`config.mk`:
```
export PLATFORM = sky130hd
export DESIGN_NAME = mem_arb
export DESIGN_NICKNAME = d
export VERILOG_FILES = /design/src/rtl/mem_arb_pkg.sv /design/src/rtl/mem_arb_pick.sv /design/src/rtl/mem_arb.sv
export SDC_FILE = /design/constraint.sdc
export NUM_CORES = 1
export LEC_CHECK = 0
export ABC_CLOCK_PERIOD_IN_PS = 4200
export BUFFER_PORTS_ARGS = -buffer_cell sky130_fd_sc_hd__buf_4
export CORE_MARGIN = 2
export CORE_UTILIZATION = 50
export CTS_CLUSTER_DIAMETER = 40
export DETAILED_ROUTE_END_ITERATION = 8
export GPL_TIMING_DRIVEN = 0
export PLACE_DENSITY = 0.89
export SLEW_MARGIN = 20
export SYNTH_ARGS = -nofsm -noshare
export SYNTH_HDL_FRONTEND = slang
export SYNTH_SLANG_ARGS = --single-unit
```
`constraint.sdc`:
```
create_clock -name clk_in -period 4.2 [get_ports clk_in]
set_clock_uncertainty 0.05 [all_clocks]
set_input_delay 1.05 -clock clk_in [delete_from_list [all_inputs] [get_ports clk_in]]
set_output_delay 1.05 -clock clk_in [all_outputs]
set_load 0.01 [all_outputs]
```
`src/rtl/mem_arb_pkg.sv`:
```
// Shared types and constants for the memory arbiter.
// State encoding, size codes and the IO address match.
package mem_arb_pkg;

  typedef enum logic [1:0] {
    ST_IDLE  = 2'b00,
    ST_READ  = 2'b01,
    ST_WRITE = 2'b10
  } state_t;

  localparam logic [1:0] SZ_BYTE  = 2'b00;
  localparam logic [1:0] SZ_HALF  = 2'b01;
  localparam logic [1:0] SZ_WORD  = 2'b10;
  localparam logic [1:0] IO_MATCH = 2'b11;

  function automatic logic [2:0] size_bytes(
    input logic [1:0] sz
  );
    case (sz)
      SZ_BYTE: size_bytes = 3'd1;
      SZ_HALF: size_bytes = 3'd2;
      default: size_bytes = 3'd4;
    endcase
  endfunction

endpackage

```
`src/rtl/mem_arb_pick.sv`:
```
// Combinational grant selector.
// Fixed: highest index wins; round-robin: first after last.
module arb_pick #(
  parameter int NUM_CH  = 2,
  parameter int RR_MODE = 0,
  parameter int IW      = (NUM_CH > 1) ? $clog2(NUM_CH) : 1
) (
  input  logic [NUM_CH-1:0] req,
  input  logic [IW-1:0]     last,
  output logic [NUM_CH-1:0] grant,
  output logic [IW-1:0]     idx
);

  // walk candidates so the preferred one is assigned last
  always_comb begin
    grant = '0;
    idx   = '0;
    if (RR_MODE != 0) begin
      for (int i = NUM_CH; i >= 1; i--) begin
        if (req[(int'(last) + i) % NUM_CH]) begin
          grant = '0;
          grant[(int'(last) + i) % NUM_CH] = 1'b1;
          idx = IW'((int'(last) + i) % NUM_CH);
        end
      end
    end else begin
      for (int i = 0; i < NUM_CH; i++) begin
        if (req[i]) begin
          grant    = '0;
          grant[i] = 1'b1;
          idx      = IW'(i);
        end
      end
    end
  end

endmodule

```
`src/rtl/mem_arb.sv`:
```
// Byte-serial memory arbiter for fetch/data ports.
// One transfer at a time, one byte per cycle.
module mem_arb
  import mem_arb_pkg::*;
#(
  parameter int NUM_CH  = 2,
  parameter int RR_MODE = 0
) (
  input  logic                 clk_in,
  input  logic                 rst_in,
  input  logic                 rdy_in,
  input  logic                 clear,
  input  logic                 io_buffer_full,
  input  logic [7:0]           mem_din,
  output logic [7:0]           mem_dout,
  output logic [31:0]          mem_a,
  output logic                 mem_wr,
  input  logic [NUM_CH-1:0]    req_valid,
  input  logic [NUM_CH-1:0]    req_wr,
  input  logic [2*NUM_CH-1:0]  req_size,
  input  logic [32*NUM_CH-1:0] req_addr,
  input  logic [32*NUM_CH-1:0] req_wdata,
  output logic [NUM_CH-1:0]    req_ready,
  output logic [NUM_CH-1:0]    resp_valid,
  output logic [31:0]          resp_rdata
);

  localparam int IW = (NUM_CH > 1) ? $clog2(NUM_CH) : 1;

  state_t             state, state_nx;
  logic [IW-1:0]      ptr, owner, gidx;
  logic [NUM_CH-1:0]  grant, resp_q;
  logic [31:0]        addr, wdata, buf_q, cur;
  logic [31:0]        sel_addr, sel_wdata;
  logic [1:0]         sel_size;
  logic [2:0]         nb, k, rd_idx;
  logic               dv, accept, sel_wr;
  logic               rd_issue, rd_last, rd_cap;
  logic               wr_io, wr_go, wr_last;

  arb_pick #(
    .NUM_CH  (NUM_CH),
    .RR_MODE (RR_MODE),
    .IW      (IW)
  ) u_pick (
    .req   (req_valid),
    .last  (ptr),
    .grant (grant),
    .idx   (gidx)
  );

  assign accept = rst_in && rdy_in && !clear
               && (state == ST_IDLE) && (|req_valid);
  assign req_ready = accept ? grant : '0;

  assign sel_wr    = req_wr[gidx];
  assign sel_size  = req_size[2*int'(gidx) +: 2];
  assign sel_addr  = req_addr[32*int'(gidx) +: 32];
  assign sel_wdata = req_wdata[32*int'(gidx) +: 32];

  // k counts captured bytes; dv marks a byte in flight on mem_din
  assign rd_idx   = k + {2'b00, dv};
  assign rd_issue = (state == ST_READ) && (rd_idx < nb);
  assign rd_cap   = (state == ST_READ) && dv && rdy_in && !clear;
  assign rd_last  = (state == ST_READ) && dv && (k + 3'd1 == nb);

  assign cur = addr + {29'd0, (state == ST_READ) ? rd_idx : k};

  assign wr_io   = (cur[17:16] == IO_MATCH) && io_buffer_full;
  assign wr_go   = (state == ST_WRITE) && rdy_in && !wr_io;
  assign wr_last = wr_go && (k == nb - 3'd1);

  assign resp_valid = resp_q;
  assign resp_rdata = buf_q;

  // state register
  always_ff @(posedge clk_in or negedge rst_in) begin
    if (!rst_in) state <= ST_IDLE;
    else         state <= state_nx;
  end

  // next state and memory bus drive
  always_comb begin
    state_nx = state;
    mem_a    = '0;
    mem_wr   = 1'b0;
    mem_dout = '0;
    unique case (state)
      ST_IDLE: begin
        if (accept) state_nx = sel_wr ? ST_WRITE : ST_READ;
      end
      ST_READ: begin
        if (rd_issue) mem_a = cur;
        if (rdy_in && (clear || rd_last)) state_nx = ST_IDLE;
      end
      ST_WRITE: begin
        mem_a    = cur;
        mem_dout = wdata[{k[1:0], 3'b000} +: 8];
        mem_wr   = wr_go;
        if (wr_last) state_nx = ST_IDLE;
      end
      default: state_nx = ST_IDLE;
    endcase
  end

  // transfer context, byte capture and completion pulse
  always_ff @(posedge clk_in or negedge rst_in) begin
    if (!rst_in) begin
      ptr    <= IW'(NUM_CH - 1);
      owner  <= '0;
      addr   <= '0;
      wdata  <= '0;
      nb     <= '0;
      k      <= '0;
      dv     <= 1'b0;
      buf_q  <= '0;
      resp_q <= '0;
    end else begin
      resp_q <= '0;
      dv     <= rd_issue && rdy_in && !clear;
      if (accept) begin
        ptr   <= gidx;
        owner <= gidx;
        addr  <= sel_addr;
        wdata <= sel_wdata;
        nb    <= size_bytes(sel_size);
        k     <= '0;
        buf_q <= '0;
      end
      if (rd_cap) begin
        buf_q[{k[1:0], 3'b000} +: 8] <= mem_din;
        k <= k + 3'd1;
        if (rd_last) resp_q <= NUM_CH'(1) << owner;
      end
      if (wr_go) begin
        k <= k + 3'd1;
        if (wr_last) resp_q <= NUM_CH'(1) << owner;
      end
    end
  end

endmodule

```
==> results.sh <==
export IMPL_status="finished with violations"
export IMPL_violations="setup timing"
export IMPL_crit_family="simple AND/OR/NAND/NOR gates"
export IMPL_ant_nets=0
export IMPL_drive_gt1_share_pct=34.0
export IMPL_die_h_um=115
export IMPL_slew_viol_final=0
export IMPL_path_max_fanout=7
export IMPL_die_area_mm2=0.0132
export IMPL_drt_iter0_drc=350
export IMPL_coreArea_mm2=0.0120
export IMPL_multiInputGateArea_mm2=0.00335
export IMPL_synth_distinct_cells=49
export IMPL_min_period_ns=4.22
export IMPL_cp_slowest_stage_delay_ns=0.45
export IMPL_synth_area_leaders="dfrtp_1 (44%), mux2i_1 (11%), o21ai_0 (5.8%), nand2_1 (5.3%), a22o_1 (4.7%)"
export IMPL_p_leak_nw=4.27
export IMPL_setup_slack_ns=-0.0182
export IMPL_worst_setup_path_type="flop to output pin"
export IMPL_yosysWarnings=0
export IMPL_hold_violations=0
export IMPL_register_area_mm2=0.00271
export IMPL_worst_path_buf_inv=2
export IMPL_numCtsBuffers=9
export IMPL_yosysTopAreaCellShare_pct=44.0
export IMPL_io_pin_count=226
export IMPL_grt_max_degree=112
export IMPL_hpwl_mm=13.8
export IMPL_wl_per_cell_um=18.5
export IMPL_required_ns=3.10
export IMPL_final_cell_mix="buf_4 (238), dfrtp_1 (105), nand2_1 (86)"
export IMPL_grt_usage_pct=29.0
export IMPL_cts_tree="done"
export IMPL_ctsLongestPathBuffers=2
export IMPL_cp_slowest_cell="dfrtp_2"
export IMPL_place_area_mm2=0.00801
export IMPL_final_fill_count=846
export IMPL_die_width_um=115
export IMPL_worstHoldPathType="flop to flop"
export IMPL_overflow=0
export IMPL_h_tree_depth=3
export IMPL_maxSlewHeadroom_pct=34.2
export IMPL_grt_pass1_vias=5932
export IMPL_grt_pass1_wl_mm=29.9
export IMPL_drc_errors=0
export IMPL_irDropWorstVdd_mv=0.298
export IMPL_portBuffers=224
export IMPL_synth_main_ff_cell="dfrtp_1"
export IMPL_fin_nets=1039
export IMPL_syn_num_nets=789
export IMPL_cts_sinks=108
export IMPL_cts_root_buf="clkbuf_16"
export IMPL_gp_congestion=0.891
export IMPL_async_flop_share_pct=100
export IMPL_setup_violations_final=1
export IMPL_dp_slack_ns=-0.531
export IMPL_arrival_ns=3.12
export IMPL_holdWs_ns=0.404
export IMPL_finalWirelength_mm=19.0
export IMPL_cp_start_kind="flop"
export IMPL_num_vias=5879
export IMPL_synth_area_mm2=0.00614
export IMPL_clk_insertion_delay_late_ns=0.35
export IMPL_worst_pin_slew_ns=0.987
export IMPL_first_pass_iters=5
export IMPL_rsz0062_at_grt="true"
export IMPL_timing_final_crit_share_pct=100
export IMPL_final_util_pct=71.4
export IMPL_viasPerCell=5.74
export IMPL_clk_pin_slew_ns=0.08
export IMPL_powerDensity_mw_per_mm2=514
export IMPL_antenna_found_initial=0
export IMPL_ys_ff_latch=108
export IMPL_fmaxAchievable_mhz=237
export IMPL_syn_area_per_cell_um2=9.86
export IMPL_drv_cap=0
export IMPL_syn2layout_area_growth_pct=39.8
export IMPL_synth_cells=622
export IMPL_post_route_cell_area_mm2=0.00858
export IMPL_cp_cell_sequence="ha_4, ha_4, nand2_1, xnor2_1, ha_2, nor2_1, nor3_2, buf_4, nand3_1, or2_2, xor2_1, nor2_1, buf_4"
export IMPL_synth_top_cell_by_area="dfrtp_1"
export IMPL_start_util_pct=51.1
export IMPL_cts_hold_buffers=0
export IMPL_synth_edff_count=0
export IMPL_antenna_diode_count=0
export IMPL_ys_seq_area_share_pct=44.0
export IMPL_num_rows=40
export IMPL_crit_path_end_kind="output pin"
export IMPL_layout_commonest_cell="buf_4"
[sequential cells by signal, indices dropped and copies added, names as in the netlist]
name and flops:
dv 1, state 2, wdata 32, k 3, nb 3, resp_rdata 32
addr 32, owner 1, resp_valid 2
[Yosys cell counts (2+ instances only)]
cell / n
nand2b_1: 2
dfrtp_1: 108
a21o_1: 2
and4_1: 10
nor3b_1: 2
o21ai_0: 71
o21ba_2: 3
inv_1: 18
and3_1: 4
nand3_1: 10
xor2_1: 25
o2111ai_1: 2
buf_1: 5
mux4_2: 8
a21oi_1: 6
nand2_1: 87
or4_1: 3
ha_1: 17
and2_1: 11
nor3_1: 8
nor2_1: 39
nor2b_1: 6
xnor2_1: 9
mux2i_1: 68
a22o_1: 33
a31oi_1: 3
or2_2: 2
clkbuf_1: 31
o311ai_1: 2
nand4_1: 8
[final cells by class]
class	instances	share of cell area, %
clock inverter	5	0.511
clock buffer	11	2.95
tap	147	2.14
buffer	35	1.74
inverter	18	0.788
timing repair buffer	241	21.3
multi-input combinational	459	39.1
sequential	108	31.6
[final timing paths]
kind	start	endpoint	slack [ns]	cells past startpoint
max	dv$_DFF_PN0_	mem_a[9]	-0.02	13
min	owner$_DFFE_PN0P_	resp_valid[0]$_DFF_PN0_	0.40	1
max reg2reg	dv$_DFF_PN0_	state[1]$_DFFE_PN0P_	0.92	14
min reg2reg	owner$_DFFE_PN0P_	resp_valid[0]$_DFF_PN0_	0.40	1
max in group asynchronous	rst_in	dv$_DFF_PN0_	2.98	1
min in group asynchronous	rst_in	addr[15]$_DFFE_PN0P_	0.56	1
[metal layers]
layer	track usage, %	wire (um)
met3	4.38	1280
met2	49.1	9600
met1	37.8	7370
met4	11.4	715
met5	0	0
[power breakdown]
part           internal, W  switching, W
combinational     0.000903      0.000952
sequential         0.00138      0.000325
clock             0.000442      0.000403
total              0.00273       0.00168
[metrics by stage]
step	total power, W	std cells	TNS, ns
final	0.00441	1024	-0.0182
after global placement	0.00327	993	-5.38
after global routing	0.00471	1024	-0.280
after detailed placement	0.00335	993	-6.45
after CTS	0.00426	1013	0
after floorplan	0.00271	622	0
[timing repair]
item | CTS | global route
pin swaps | 3 | 11
endpoints found under the setup margin | 29 | 21
setup buffers | 6 | 11
cloned | 0 | 0
gates resized for setup | 16 | 22
[cell families after synthesis]
| kind of cell | share of synthesized area [%] |
|---|---|
| mux | 14.2 |
| fa+ha+maj | 3.79 |
| compound gates | 14.1 |
| xor+xnor | 5.24 |
| simple gates | 15.1 |
| flops | 44.0 |
| buf+inv | 3.49 |
No activity file was read; power rests on OpenSTA's default activity.
